$ cat src/rtl/sram_arb_pkg.sv
// Shared types and idle-encoding constants for the single-port SRAM arbiter.
package sram_arb_pkg;

    typedef enum logic {
        INIT = 1'b0,
        RUN  = 1'b1
    } state_e;

    typedef enum logic [1:0] {
        G_NONE = 2'd0,
        G_RD   = 2'd1,
        G_WR   = 2'd2
    } grant_e;

    // Macro controls are active-low, so "do nothing" is all ones.
    localparam logic SRAM_CEB_IDLE      = 1'b1;
    localparam logic SRAM_WEB_IDLE      = 1'b1;
    localparam logic SRAM_BWEB_IDLE_BIT = 1'b1;

endpackage

$ cat src/rtl/sram_rr_arb2.sv
// Two-requester round-robin arbiter; one pointer flop (0 = write preferred).
module sram_rr_arb2
    import sram_arb_pkg::*;
(
    input  logic   clock,
    input  logic   reset_n,
    input  logic   en_i,
    input  logic   rd_valid_i,
    input  logic   wr_valid_i,
    output grant_e grant_o
);

    logic ptr_q;
    logic ptr_d;

    always_comb begin
        grant_o = G_NONE;
        ptr_d   = ptr_q;
        if (en_i) begin
            if (rd_valid_i && wr_valid_i) begin
                grant_o = ptr_q ? G_RD : G_WR;
            end else if (wr_valid_i) begin
                grant_o = G_WR;
            end else if (rd_valid_i) begin
                grant_o = G_RD;
            end
        end
        // Any grant hands priority to the other side.
        if (grant_o == G_WR) begin
            ptr_d = 1'b1;
        end else if (grant_o == G_RD) begin
            ptr_d = 1'b0;
        end
    end

    always_ff @(posedge clock or negedge reset_n) begin
        if (!reset_n) begin
            ptr_q <= 1'b0;
        end else begin
            ptr_q <= ptr_d;
        end
    end

endmodule

$ cat src/rtl/sram_1p_arbiter.sv
// Shares one single-port bit-write SRAM macro between a read and a write requester,
// with optional zero-fill after reset and a read-data hold register.
module sram_1p_arbiter
    import sram_arb_pkg::*;
#(
    parameter int DATA_W         = 128,
    parameter int ADDR_W         = 6,
    parameter int DEPTH          = 64,
    parameter int CLEAR_ON_RESET = 1
) (
    input  logic              clock,
    input  logic              reset_n,
    input  logic              rreq_valid,
    output logic              rreq_ready,
    input  logic [ADDR_W-1:0] rreq_addr,
    output logic              rresp_valid,
    output logic [DATA_W-1:0] rresp_data,
    input  logic              wreq_valid,
    output logic              wreq_ready,
    input  logic [ADDR_W-1:0] wreq_addr,
    input  logic [DATA_W-1:0] wreq_data,
    input  logic [DATA_W-1:0] wreq_mask,
    output logic              sram_ceb,
    output logic              sram_web,
    output logic [DATA_W-1:0] sram_bweb,
    output logic [ADDR_W-1:0] sram_a,
    output logic [DATA_W-1:0] sram_d,
    input  logic [DATA_W-1:0] sram_q,
    output logic              init_done
);

    localparam state_e            RESET_STATE   = (CLEAR_ON_RESET != 0) ? INIT : RUN;
    localparam logic              INIT_DONE_RST = (CLEAR_ON_RESET != 0) ? 1'b0 : 1'b1;
    localparam logic [ADDR_W-1:0] LAST_ADDR     = ADDR_W'(DEPTH - 1);

    state_e              state_q, state_d;
    logic [ADDR_W-1:0]   cnt_q, cnt_d;
    logic                init_done_q, init_done_d;
    logic                rvalid_q;
    logic [DATA_W-1:0]   hold_q;
    grant_e              grant;
    logic                run_en;

    // Gating with reset_n keeps the macro idle while reset is held low.
    assign run_en = reset_n && (state_q == RUN);

    sram_rr_arb2 u_arb (
        .clock      (clock),
        .reset_n    (reset_n),
        .en_i       (run_en),
        .rd_valid_i (rreq_valid),
        .wr_valid_i (wreq_valid),
        .grant_o    (grant)
    );

    always_comb begin
        state_d     = state_q;
        cnt_d       = cnt_q;
        init_done_d = init_done_q;
        sram_ceb    = SRAM_CEB_IDLE;
        sram_web    = SRAM_WEB_IDLE;
        sram_bweb   = {DATA_W{SRAM_BWEB_IDLE_BIT}};
        sram_a      = '0;
        sram_d      = '0;
        rreq_ready  = 1'b0;
        wreq_ready  = 1'b0;
        if (reset_n) begin
            if (state_q == INIT) begin
                sram_ceb  = 1'b0;
                sram_web  = 1'b0;
                sram_bweb = '0;
                sram_a    = cnt_q;
                if (cnt_q == LAST_ADDR) begin
                    state_d     = RUN;
                    cnt_d       = '0;
                    init_done_d = 1'b1;
                end else begin
                    cnt_d = cnt_q + ADDR_W'(1);
                end
            end else begin
                case (grant)
                    G_WR: begin
                        wreq_ready = 1'b1;
                        sram_ceb   = 1'b0;
                        sram_web   = 1'b0;
                        sram_bweb  = ~wreq_mask;
                        sram_a     = wreq_addr;
                        sram_d     = wreq_data;
                    end
                    G_RD: begin
                        rreq_ready = 1'b1;
                        sram_ceb   = 1'b0;
                        sram_a     = rreq_addr;
                    end
                    default: ;
                endcase
            end
        end
    end

    always_ff @(posedge clock or negedge reset_n) begin
        if (!reset_n) begin
            state_q     <= RESET_STATE;
            cnt_q       <= '0;
            init_done_q <= INIT_DONE_RST;
            rvalid_q    <= 1'b0;
            hold_q      <= '0;
        end else begin
            state_q     <= state_d;
            cnt_q       <= cnt_d;
            init_done_q <= init_done_d;
            rvalid_q    <= (grant == G_RD);
            if (rvalid_q) begin
                hold_q <= sram_q;
            end
        end
    end

    // Q is only defined in the response cycle; afterwards the captured copy is shown.
    assign rresp_valid = rvalid_q;
    assign rresp_data  = rvalid_q ? sram_q : hold_q;
    assign init_done   = init_done_q;

endmodule

$ cat config.mk
export PLATFORM = sky130hd
export DESIGN_NAME = sram_1p_arbiter
export DESIGN_NICKNAME = d
export VERILOG_FILES = /design/src/rtl/sram_arb_pkg.sv /design/src/rtl/sram_rr_arb2.sv /design/src/rtl/sram_1p_arbiter.sv
export SDC_FILE = /design/constraint.sdc
export NUM_CORES = 1
export LEC_CHECK = 0
export ABC_AREA = 1
export BUFFER_PORTS_ARGS = -buffer_cell sky130_fd_sc_hd__buf_2
export CORE_AREA = 10 10 301 303
export CTS_BUF_LIST = sky130_fd_sc_hd__clkbuf_16
export CTS_CLUSTER_SIZE = 24
export DETAILED_ROUTE_END_ITERATION = 16
export DIE_AREA = 0 0 311 313
export GPL_TIMING_DRIVEN = 0
export PLACE_DENSITY = 0.38
export SYNTH_ARGS = -nofsm -noshare
export SYNTH_HDL_FRONTEND = slang
export SYNTH_SLANG_ARGS = --single-unit
$ cat constraint.sdc
create_clock -name clock -period 4.9 [get_ports clock]
set_clock_uncertainty 0.05 [all_clocks]
set_input_delay 0.735 -clock clock [delete_from_list [all_inputs] [get_ports clock]]
set_output_delay 0.735 -clock clock [all_outputs]
set_load 0.02 [all_outputs]
---- After elaboration in Yosys (flattened, before gate mapping) ----
Index checks and enable logic that the tools add are counted.
cells by class
  add/subtract/negate cells ............... 1
  eq/ne operators ......................... 3
  multiplexer cells ....................... 32
  bitwise gates (word level) .............. 2
  reductions and logical operators ........ 6
operators with widths
  cell                                                              number
  128-bit two-way mux                                               7
  128-bit inverter                                                  1
  6-bit two-way mux                                                 3
  1-bit two-way mux                                                 17
  6-bit case mux with 2 select lines                                1
  2-bit two-way mux                                                 4
  6-bit by 1-bit adder with 6-bit output (second input constant)    1
  6-bit == test (second input constant)                             1
  3-bit AND reduction                                               1
  2-bit by 1-bit == test with 1-bit output (second input constant)  1
  2-bit == test (second input constant)                             1
  1-bit logical AND                                                 2
  2-bit AND reduction                                               1
  2-bit nonzero test                                                1
  2-bit OR reduction                                                1
  1-bit inverter                                                    1
word-level totals
  register bits after elaboration ......... 138
  input bits .............................. 400

---- Depth between registers and ports, before layout ----
Gate-level depths: netlist of run 1.
  depth in word-level cells ............... 9
  gate-level depth with buffers ........... 11
  mapped depth without buffers ............ 8

---- By module ----
A second synthesis of run 1 with hierarchy kept.
second synthesis, totals
  cell total of the unflattened synthesis .. 791
  area, all modules ....................... 7706.1 um^2
by module, submodules not included
  module           times used  cells an instance  area each (um^2)  sequential area each (um^2)
  sram_1p_arbiter  1           778                7623.6            3428.3
  sram_rr_arb2     1           13                 82.6              25.0

---- Worst setup path after synthesis of run 1 ----
No wires, ideal clock.
  kind .................................... input-to-output
  start ................................... in reset_n
  end ..................................... out sram_d[107]
  arrival time ............................ 2245 ps
  required time ........................... 4115 ps
  path slack .............................. 1870 ps
  cell stages on the path ................. 10
  buffers on the path ..................... 3
  cells stage by stage .................... nand2_1 -> nor3b_1 -> ha_1 -> buf_2 -> nand2_2 -> nor2_4 -> inv_2 -> buf_6 -> buf_6 -> nor2_1
on the way
  longest elaborated chain between the ends .. 6
RTL lines
  what                   line                   source
  from (decl)            sram_1p_arbiter.sv:12  input logic reset_n,
  1-bit logical AND      sram_1p_arbiter.sv:45  assign run_en = reset_n && (state_q == RUN);
  2-bit two-way mux      sram_rr_arb2.sv:19     if (en_i) begin
  2-bit == test          sram_1p_arbiter.sv:81  case (grant)
  128-bit two-way mux    sram_1p_arbiter.sv:81
  128-bit two-way mux    sram_1p_arbiter.sv:68  if (state_q == INIT) begin
  128-bit two-way mux *  sram_1p_arbiter.sv:67  if (reset_n) begin
  to (decl)              sram_1p_arbiter.sv:27  output logic [DATA_W-1:0] sram_d,
Every way passes the cells marked *; elsewhere a longest branch is shown, timed or not.

---- Worst setup path after layout of run 1 ----
  start ................................... in reset_n
  end ..................................... out sram_bweb[120]
on the way
  longest elaborated chain between the ends .. 6
RTL lines
  what                   line                   source
  1-bit logical AND      sram_1p_arbiter.sv:45
  2-bit two-way mux      sram_rr_arb2.sv:19
  2-bit == test          sram_1p_arbiter.sv:81
  128-bit two-way mux    sram_1p_arbiter.sv:81
  128-bit two-way mux    sram_1p_arbiter.sv:68
  128-bit two-way mux *  sram_1p_arbiter.sv:67
  to (decl)              sram_1p_arbiter.sv:25  output logic [DATA_W-1:0] sram_bweb,
Marks and branches as above.

==> results of run 1 <==
-- worst max-delay path, cell delays in order --
cell and delay [ns]:
buf_8 0.28, buf_16 0.28, nand2_1 0.24, inv_1 0.10, o211ai_1 0.11, ha_1 0.20, buf_2 0.19, nand2_2 0.14
inv_1 0.08, clkbuf_1 0.22, a21oi_1 0.62, buf_2 0.30
-- what timing repair did --
item                                    in CTS  in global routing
hold endpoints to repair                     0                  0
gates resized for setup                      0                  1
endpoints found under the setup margin       0                  9
hold buffers                                 0                  0
buffers inserted                             0                  0
-- final cells by class --
cell class / count / area (sq um) / share of cell area
Antenna cell: 6 / 15.0 / 0.00106
Buffer: 57 / 460 / 0.0324
Clock buffer: 17 / 425 / 0.0300
Clock inverter: 14 / 173 / 0.0122
Inverter: 142 / 533 / 0.0375
Multi-Input combinational cell: 448 / 3670 / 0.258
Sequential cell: 138 / 3450 / 0.243
Tap cell: 1144 / 1430 / 0.101
Timing Repair Buffer: 797 / 4040 / 0.285
-- cell usage after synthesis --
cell,number,area (sq um)
buf_6,3,33.8
buf_4,1,7.51
o211ai_1,1,7.51
a21oi_1,129,646
xnor2_1,1,8.76
nand2_2,2,12.5
xor2_1,1,8.76
buf_12,11,220
inv_2,2,7.51
buf_2,33,165
dfrtp_1,138,3450
or2_2,1,6.26
nor2_1,35,131
nor3b_1,1,7.51
o21ai_0,5,25.0
ha_1,3,37.5
mux2_2,129,1450
a22o_1,6,52.6
inv_1,140,526
nand3_1,4,20.0
nor3_1,1,5.00
nor2_4,101,1140
clkbuf_1,9,33.8
nand2_1,28,105
-- where the power goes --
| group | internal (mW) | switching [mW] | total (mW) |
|---|---|---|---|
| combinational | 0.690 | 1.14 | 1.83 |
| sequential | 1.45 | 0.0716 | 1.52 |
| clock | 0.802 | 0.561 | 1.36 |
| total | 2.94 | 1.77 | 4.71 |
-- layer usage --
| metal | global-route usage | share of wire | routed length (um) |
|---|---|---|---|
| met4 | 0.0211 | 0.014 | 791 |
| met2 | 0.164 | 0.45 | 24500 |
| met3 | 0.0495 | 0.11 | 6080 |
| met5 | 0 | 0.0013 | 69 |
| met1 | 0.134 | 0.43 | 23500 |
-- cells by family (layout without fill, tap and decap cells) --
family / after synthesis / count (layout) / share of synthesized area
other: 0 / 6 / 0
adders and majority gates: 3 / 3 / 0.00463
xor gates and xnor gates: 2 / 2 / 0.00216
DFF: 138 / 138 / 0.426
buffers and inverters: 199 / 1027 / 0.122
AOI/OAI and AO/OA: 141 / 141 / 0.0901
muxes: 129 / 129 / 0.179
and+or+nand+nor: 173 / 173 / 0.176
-- how the worst min path moves through the flow --
| stage | start | endpoint | cells past startpoint |
|---|---|---|---|
| 2_1_floorplan | reset_n | cnt_q[0] | 0 |
| 3_3_place_gp | hold_q[54] | hold_q[54] | 1 |
| 3_5_place_dp | hold_q[90] | hold_q[90] | 1 |
| 4_1_cts | reset_n | hold_q[125] | 1 |
| 5_1_grt | reset_n | hold_q[125] | 1 |
| 6_report | reset_n | hold_q[125] | 1 |
-- layout by cell type (no fill, tap or decap), drive strengths merged --
cell,instances
ha,3
bufinv,3
a22o,6
xor2,1
xnor2,1
buf,844
o211ai,1
o21ai,5
inv,147
nand2,30
or2,1
a21oi,129
dfrtp,138
diode,6
nor2,136
nand3,4
clkinv,3
clkinvlp,3
nor3,1
mux2,129
clkbuf,27
nor3b,1
-- through the flow --
step / instances / cell area [sq um] / setup TNS, ns
finish: 2763 / 14200 / 0
global route: 2760 / 14200 / 0
CTS: 2756 / 14200 / 0
detailed placement: 2725 / 13600 / 0
global placement: 2724 / 13500 / -620.43
floorplan: 785 / 8110 / 0
-- state kept, by name, summed over array words and instances (netlist names) --
| name | count |
|---|---|
| hold_q | 128 |
| cnt_q | 6 |
| init_done | 1 |
| rresp_valid | 1 |
| state_q | 1 |
| u_arb.ptr_q | 1 |
==> impl_metrics.csv, run 1 <==
group,metric,value,unit
die,initial_core_util,0.0959,
route,routed_wl,54900,um
setup_path,r2r-start,"rresp_valid",
logic_synthesis,yosysUniqueCellTypes,24,
pwr,cellLeakagePower,7.21,nW
route,dr.pass1.iters,5,
die,die_area,97300,sq um
pwr,peakVddDrop,0.225,mV
placed_design,place_congestion,0.954,
global_route,antenna_found_initial,20,
layout,fillers,9698,
sta,finalCriticalPeriod,4.38,ns
route,vias,8756,
pwr,powerDensity,331,nW/um^2
clocking,cts.sinks,138,
setup_path,reg2reg_depth,3,
clocking,cts.clk_slew.worst_paths,0.06,ns
sta,max_freq,228,MHz
clocking,cts_buffer_depth,2,
sta,setup_viol,0,
setup_path,cp.required,4.12,ns
layout,nets,2004,
logic_synthesis,ys_ff_latch,138,
die,die_x,311,um
clocking,tritoncts,"yes",
sta,fin_crit_sh,0.894,
logic_synthesis,avgSynthCellArea,10.3,sq um
sta,hold_violations,0,
global_route,grt-ovfl-total,0,
logic_synthesis,synth_warnings,0,
logic_synthesis,synthesis.nets,1188,
setup_path,crit_arrival,3.60,ns
setup_path,cp_max_fo,54,
global_route,grt_pass1_wl,74100,um
hold_path,hold_class,"input pin to async pin",
setup_path,end_kind,"output port",
sta,hold_slack,0.129,ns
clocking,cts_root_buf,"clkbuf_16",
route,ant_nets,0,
placed_design,post-place-ws,0.106,ns
die,core,84600,sq um
logic_synthesis,syn_inst,785,
placed_design,io_buffers,795,
flow_run,cap_violations,0,
layout,area_growth,75.1,%
die,ioPinCount,796,
die,row_count,107,
clocking,clk_latency,0.44,ns
route,wire_per_inst,19.9,um
logic_synthesis,synth_seq_area_share,0.426,
route,drt-initial-drc-count,404,
sta,drv_slew,0,
sta,rsz0062_at_grt,"false",
sta,tightest_slew,0.712,ns
route,vias_per_cell,3.17,
setup_path,cp-startpoint,"reset_n",
clocking,cts_max_level,4,
route,drc,0,
global_route,grt_usage,0.106,
pwr,finalPower,4.71,mW
setup_path,crit_path_end,"sram_bweb[120]",
layout,drive_above_1_share,0.689,
setup_path,worstSetupPathType,"input pin to output port",
sta,setup_slack,0.518,ns
placed_design,hpwlAfterDp,48800,um
setup_path,cp-start-kind,"input pin",
setup_path,r2r_setup_slack,3.02,ns
die,fp.dieH,313,um
sta,slew-limit-headroom,0.526,
global_route,grt_max_degree,108,
clocking,numCtsBuffers,17,
status,outcome,"finished, final reports clean",
layout,utilization,0.168,
setup_path,worstReg2RegEnd,"hold_q[99]",
logic_synthesis,netlist_area,8110,sq um
global_route,grt_pass1_vias,9244,
(Power assumes the default switching activity.)
==> run 2, diff against run 1 <==
CORE_AREA = 10 10 306 308   (was 10 10 301 303)
DIE_AREA = 0 0 316 318   (was 0 0 311 313)
PLACE_DENSITY = 0.37   (was 0.38)
SYNTH_HIERARCHICAL = 1   (was default)
==> run 2 against run 1 <==
Via count fell by 0.87%. Fmax fell by 1.8%. Wire length rose by 0.82%. First-iteration DRC count rose by 1.5%. Critical path depth rose by 1. Global-route usage fell by 0.23 points. Die area rose by 3.2%. Power fell by 3.1%. Worst setup slack got worse by 0.079 ns. Highest routed layer unchanged. Critical path type unchanged. Count of clock-buffer cells in the layout did not move.
==> impl_metrics.csv, run 2 <==
group,metric,value,unit
global_route,grt-ovfl-total,0,
setup_path,end_kind,"output port",
sta,slew-limit-headroom,0.319,
layout,layout_commonest_cell,"buf_2",
clocking,numCtsBuffers,17,
layout,top_regs,"hold_q (128), cnt_q (6)",
pwr,cellLeakagePower,7.19,nW
logic_synthesis,yosysMostFrequentCell,"inv_1",
die,die_area,100000,sq um
layout,area_growth,79.0,%
hold_path,hold_class,"input pin to async pin",
route,vias,8680,
logic_synthesis,avgSynthCellArea,9.74,sq um
clocking,clk_latency,0.45,ns
placed_design,hpwlAfterDp,49600,um
sta,fin_crit_sh,0.910,
clocking,cts_root_buf,"clkbuf_16",
logic_synthesis,synth-edff-count,0,
setup_path,cp.required,4.12,ns
route,routed_wl,55400,um
route,wire_per_inst,19.9,um
clocking,cts-resized-gates,0,
placed_design,place_area,13200,sq um
setup_path,worstSetupPathType,"input pin to output port",
logic_synthesis,synth_warnings,6,
placed_design,place_congestion,0.896,
die,core,87700,sq um
sta,hold_violations,0,
placed_design,post-place-ws,0.237,ns
route,dr.pass1.iters,4,
sta,rsz0062_at_grt,"false",
layout,seq_area,3450,sq um
clocking,cts_max_level,4,
clocking,postCtsSetupRepairBufs,0,
layout,fillers,10100,
logic_synthesis,synth_top_area_frac,0.448,
status,outcome,"finished, final reports clean",
setup_path,crit_arrival,3.68,ns
layout,nets,2010,
clocking,cts_hold_buf,0,
pwr,finalPower,4.56,mW
logic_synthesis,syn_inst,791,
pwr,powerDensity,331,nW/um^2
flow_run,cap_violations,0,
route,vias_per_cell,3.11,
layout,finalInstanceArea,13800,sq um
clocking,cts.sinks,138,
pwr,peakVddDrop,0.258,mV
layout,multi_input_area,3300,sq um
route,drt-initial-drc-count,410,
route,drc,0,
die,row_count,109,
global_route,grt_max_degree,102,
logic_synthesis,async_flop_share,1.00,
sta,tns,0,ns
logic_synthesis,synthTopCellsByCount,"inv_1 (142), dfrtp_1 (138), a21oi_1 (131), mux2_2 (128), nor2_1 (85)",
logic_synthesis,yosysUniqueCellTypes,23,
global_route,grt_pass1_vias,9216,
sta,tightest_slew,1.02,ns
logic_synthesis,ys_ff_latch,138,
placed_design,io_buffers,795,
clocking,cts.clk_slew.worst_paths,0.07,ns
setup_path,cp_max_fo,44,
global_route,antenna_found_initial,29,
layout,drive_above_1_share,0.655,
sta,setup_viol,0,
global_route,grt_usage,0.104,
route,ant_nets,0,
clocking,tritoncts,"yes",
layout,largest_register_ffs,128,
global_route,grt_pass1_wl,73700,um
sta,finalCriticalPeriod,4.46,ns
logic_synthesis,ys.flop_type,"dfrtp_1",
sta,drv_slew,0,
logic_synthesis,yosysTopAreaCell,"dfrtp_1",
logic_synthesis,netlist_area,7710,sq um
die,ioPinCount,796,
layout,mostFrequentLayoutCells,"buf_2 (830), inv_1 (143), dfrtp_1 (138)",
logic_synthesis,synth_seq_area_share,0.448,
die,die_x,316,um
logic_synthesis,synthesis.nets,1195,
clocking,cts_buffer_depth,2,
die,fp.dieH,318,um
layout,regMostFlops,"hold_q",
sta,max_freq,224,MHz
setup_path,cp-start-kind,"input pin",
die,initial_core_util,0.0879,
logic_synthesis,ys_top_cells_by_area,"dfrtp_1 (45%), mux2_2 (19%), a21oi_1 (8.5%)",
sta,setup_slack,0.439,ns
==> run 2: cell count changes after synthesis, sizes merged, moves of 2 or more <==
cell | previous run | this run
clkbuf | 9 | 4
nand2 | 30 | 34
inv | 142 | 144
a21oi | 129 | 131
buf | 48 | 52
==> run 2: worst paths after layout <==
| check | to | slack (ns) | startpoint | cells past startpoint |
|---|---|---|---|---|
| min reg2reg | hold_q[29] | 0.44 | hold_q[29] | 1 |
| max reg2reg | rresp_valid | 3.00 | state_q | 5 |
| min in group clock | hold_q[29] | 0.44 | hold_q[29] | 1 |
| max in group asynchronous | init_done | 3.78 | reset_n | 2 |
| min | hold_q[79] | 0.13 | reset_n | 1 |
| max | sram_d[97] | 0.44 | reset_n | 13 |
==> run 2: final cells by class <==
cell class	instances	area share
timing repair buffer	796	0.291
sequential	138	0.250
multi-input combinational	453	0.239
tap	1165	0.106
inverter	144	0.0392
clock buffer	17	0.0308
buffer	56	0.0301
clock inverter	15	0.0126
antenna	6	0.00109
==> run 2: metal layers <==
layer	vias up	global-route usage	wire, um
li1	4140	-	-
met1	3963	0.123	22500
met2	483	0.169	25600
met3	62	0.0479	6340
met4	32	0.0207	704
met5	-	0	210
==> run 2: logic make-up after synthesis <==
family / Yosys count / share of synthesized area
buf+inv: 200 / 0.124
compound gates: 143 / 0.0958
fa+ha+maj: 4 / 0.00649
xor+xnor: 2 / 0.00227
simple gates: 176 / 0.136
flops: 138 / 0.448
mux: 128 / 0.187
==> run 2: worst max-delay path: stages <==
cell and delay [ns]:
buf_8 0.29, nand2_1 0.17, inv_1 0.10, nand2_1 0.05, a21oi_1 0.24, ha_1 0.65, nand2_2 0.16, nor2_2 0.31
inv_2 0.11, buf_6 0.19, buf_6 0.16, nor2_1 0.22, buf_2 0.23
==> run 2: power breakdown <==
group / switching, mW / internal (mW) / total (mW)
logic: 1.07 / 0.653 / 1.72
registers: 0.0662 / 1.43 / 1.50
clock network: 0.540 / 0.799 / 1.34
total: 1.68 / 2.89 / 4.56
==> run 2: metrics by stage <==
stage                     utilization  hold slack (ns)  std cells
after global routing            0.157            0.131       2784
after floorplan                     -            0.389        791
final                           0.157            0.129       2790
after detailed placement        0.150            0.431       2752
after global placement          0.150            0.426       2751
after CTS                       0.157            0.103       2784
==> run 3, diff against run 2 <==
CORE_AREA = 10 10 304 306   (was 10 10 306 308)
DIE_AREA = 0 0 314 316   (was 0 0 316 318)
PLACE_DENSITY = 0.38   (was 0.37)
clock period = 3.9 ns   (was 4.9 ns; I/O delays follow)
==> run 3 against run 2 <==
Global-route usage rose by 0.53 points. Via count rose by 2.9%. Sequential share of layout area barely moved. Cell count fell by 0.43%. Utilization rose by 0.29 points. Register-to-register slack got worse by 0.96 ns. Die area fell by 1.3%. Largest cell class unchanged. Highest routed layer unchanged.
==> impl_metrics.csv, run 3 (synthesis results as in run 2) <==
group,metric,value,unit
layout,area_growth,79.2,%
setup_path,cp_max_fo,10,
layout,top_regs,"hold_q (128), cnt_q (6)",
setup_path,worstSetupPathType,"flop to output port",
setup_path,cp-start-kind,"flop",
clocking,cts_max_level,4,
setup_path,worstReg2RegEnd,"cnt_q[2]",
sta,max_freq,276,MHz
hold_path,hold_class,"input pin to async pin",
placed_design,io_buffers,795,
clocking,cts_buffer_depth,2,
die,die_x,314,um
layout,multi_input_area,3320,sq um
clocking,tritoncts,"yes",
setup_path,critPathSlowestCell,"dfrtp_2",
global_route,grt_usage,0.109,
placed_design,place_congestion,0.897,
die,initial_core_util,0.0894,
sta,rsz0062_at_grt,"false",
global_route,grt_max_degree,96,
setup_path,crit_family,"simple AND/OR/NAND/NOR gates",
pwr,peakVddDrop,0.343,mV
setup_path,cpPeakStageDelay,0.49,ns
die,die_area,99200,sq um
clocking,cts_root_buf,"clkbuf_16",
setup_path,r2r_setup_slack,2.04,ns
pwr,finalPower,5.74,mW
layout,mostFrequentLayoutCells,"buf_2 (830), inv_1 (144), dfrtp_1 (137)",
route,routed_wl,58300,um
die,row_count,108,
die,fp.dieH,316,um
setup_path,end_kind,"output port",
layout,largest_register_ffs,128,
setup_path,cp_num_buf_inv,5,
layout,regMostFlops,"hold_q",
layout,utilization,0.160,
layout,drive_above_1_share,0.657,
setup_path,cp.required,3.26,ns
layout,seq_area,3450,sq um
route,ant_nets,0,
global_route,grt_pass1_wl,76700,um
sta,fin_crit_sh,0.931,
flow_run,cap_violations,0,
layout,instances_no_fill,2778,
placed_design,post-place-ws,-0.533,ns
sta,drv_slew,0,
die,ioPinCount,796,
setup_path,reg2reg_depth,6,
placed_design,placed_cells,2742,
pwr,cellLeakagePower,7.21,nW
route,vias,8934,
pwr,powerDensity,416,nW/um^2
route,dr.pass1.iters,4,
setup_path,crit_arrival,2.99,ns
layout,fillers,9972,
global_route,grt-ovfl-total,0,
global_route,grt_pass1_vias,9340,
sta,tightest_slew,1.00,ns
route,drt-initial-drc-count,378,
sta,setup_slack,0.271,ns
sta,hold_violations,0,
clocking,clk_latency,0.44,ns
status,outcome,"finished, final reports clean",
global_route,antenna_found_initial,19,
route,wire_per_inst,21.0,um
pwr,switching_share,0.378,
setup_path,r2r-start,"state_q",
route,vias_per_cell,3.22,
pwr,combPwrFrac,0.385,
pwr,clkPwrFrac,0.286,
route,drc,0,
pwr,p_int,3.57,mW
pwr,p_sw,2.17,mW
die,core,86200,sq um
placed_design,hpwlAfterDp,51700,um
layout,nets,2011,
clocking,cts.sinks,138,
sta,slew-limit-headroom,0.331,
sta,finalCriticalPeriod,3.63,ns
layout,layout_commonest_cell,"buf_2",
sta,setup_viol,0,
sta,tns,0,ns
setup_path,worstPathCellList,"nand2_1 > inv_1 > nand2_1 > a21oi_2 > ha_4 > nand2_2 > nor2_4 > inv_2 > buf_6 > buf_6 > nor2_1 > buf_2",
clocking,numCtsBuffers,17,
pwr,seqPwrFrac,0.328,
clocking,cts.clk_slew.worst_paths,0.07,ns
==> run 3: cell types whose count changed in the layout (fill, tap and decap cells not counted), sizes merged <==
cell,previous run,this run
diode,6,3
clkinv,4,6
clkinvlp,4,2
buf,848,849
bufinv,3,2
inv,148,149
==> run 3: layout make-up <==
type / count / area share
clock inverters: 15 / 0.0111
multi-input cells: 453 / 0.240
clock buffers: 17 / 0.0308
flip-flops and latches: 138 / 0.250
inverters: 144 / 0.0391
well taps: 1155 / 0.105
repair buffers: 797 / 0.293
diodes: 3 / 0.000544
plain buffers: 56 / 0.0301
==> run 3: worst reg2reg max path: stages (launching register included) <==
cell and delay, ns:
dfrtp_2 0.50, inv_1 0.24, nand2_1 0.22, inv_2 0.29
buf_6 0.25, nand2_1 0.09, xnor2_1 0.12
==> run 3: how the worst max path moves through the flow <==
stage | startpoint | endpoint | cells after the start
6_report | state_q | sram_d[88] | 12
2_1_floorplan | reset_n | sram_d[100] | 11
3_5_place_dp | reset_n | sram_d[88] | 13
3_3_place_gp | reset_n | sram_d[88] | 13
5_1_grt | state_q | sram_bweb[115] | 12
4_1_cts | state_q | sram_d[88] | 12
==> run 3: power groups by stage <==
stage / Clock, mW / Combinational, mW / Sequential [mW]
final: 1.64 / 2.21 / 1.89
after global routing: 1.78 / 2.37 / 1.92
after CTS: 1.73 / 2.27 / 1.89
after detailed placement: 0 / 2.25 / 1.91
after global placement: 0 / 2.25 / 1.90
after floorplan: 0 / 1.27 / 1.89
==> run 3: layer usage <==
| metal | part of all wire | vias up | GRT usage |
|---|---|---|---|
| met1 | 0.42 | 4236 | 0.134 |
| li1 | - | 4134 | - |
| met2 | 0.47 | 499 | 0.177 |
| met3 | 0.088 | 49 | 0.0392 |
| met5 | 0.0016 | - | 0 |
| met4 | 0.022 | 16 | 0.0305 |
==> run 3: what timing repair did <==
item / in CTS / in global routing
gates resized for setup: 5 / 1
setup endpoints to repair: 239 / 5
buffers inserted: 0 / 0
hold endpoints to repair: 47 / 0
hold buffers: 1 / 0
==> run 3: through the flow <==
| step | hold WS (ns) | instance area, sq um |
|---|---|---|
| finish | 0.100 | 13800 |
| global route | 0.0901 | 13800 |
| CTS | 0.0783 | 13800 |
| detailed placement | 0.431 | 13200 |
| global placement | 0.426 | 13100 |
| floorplan | 0.239 | 7710 |
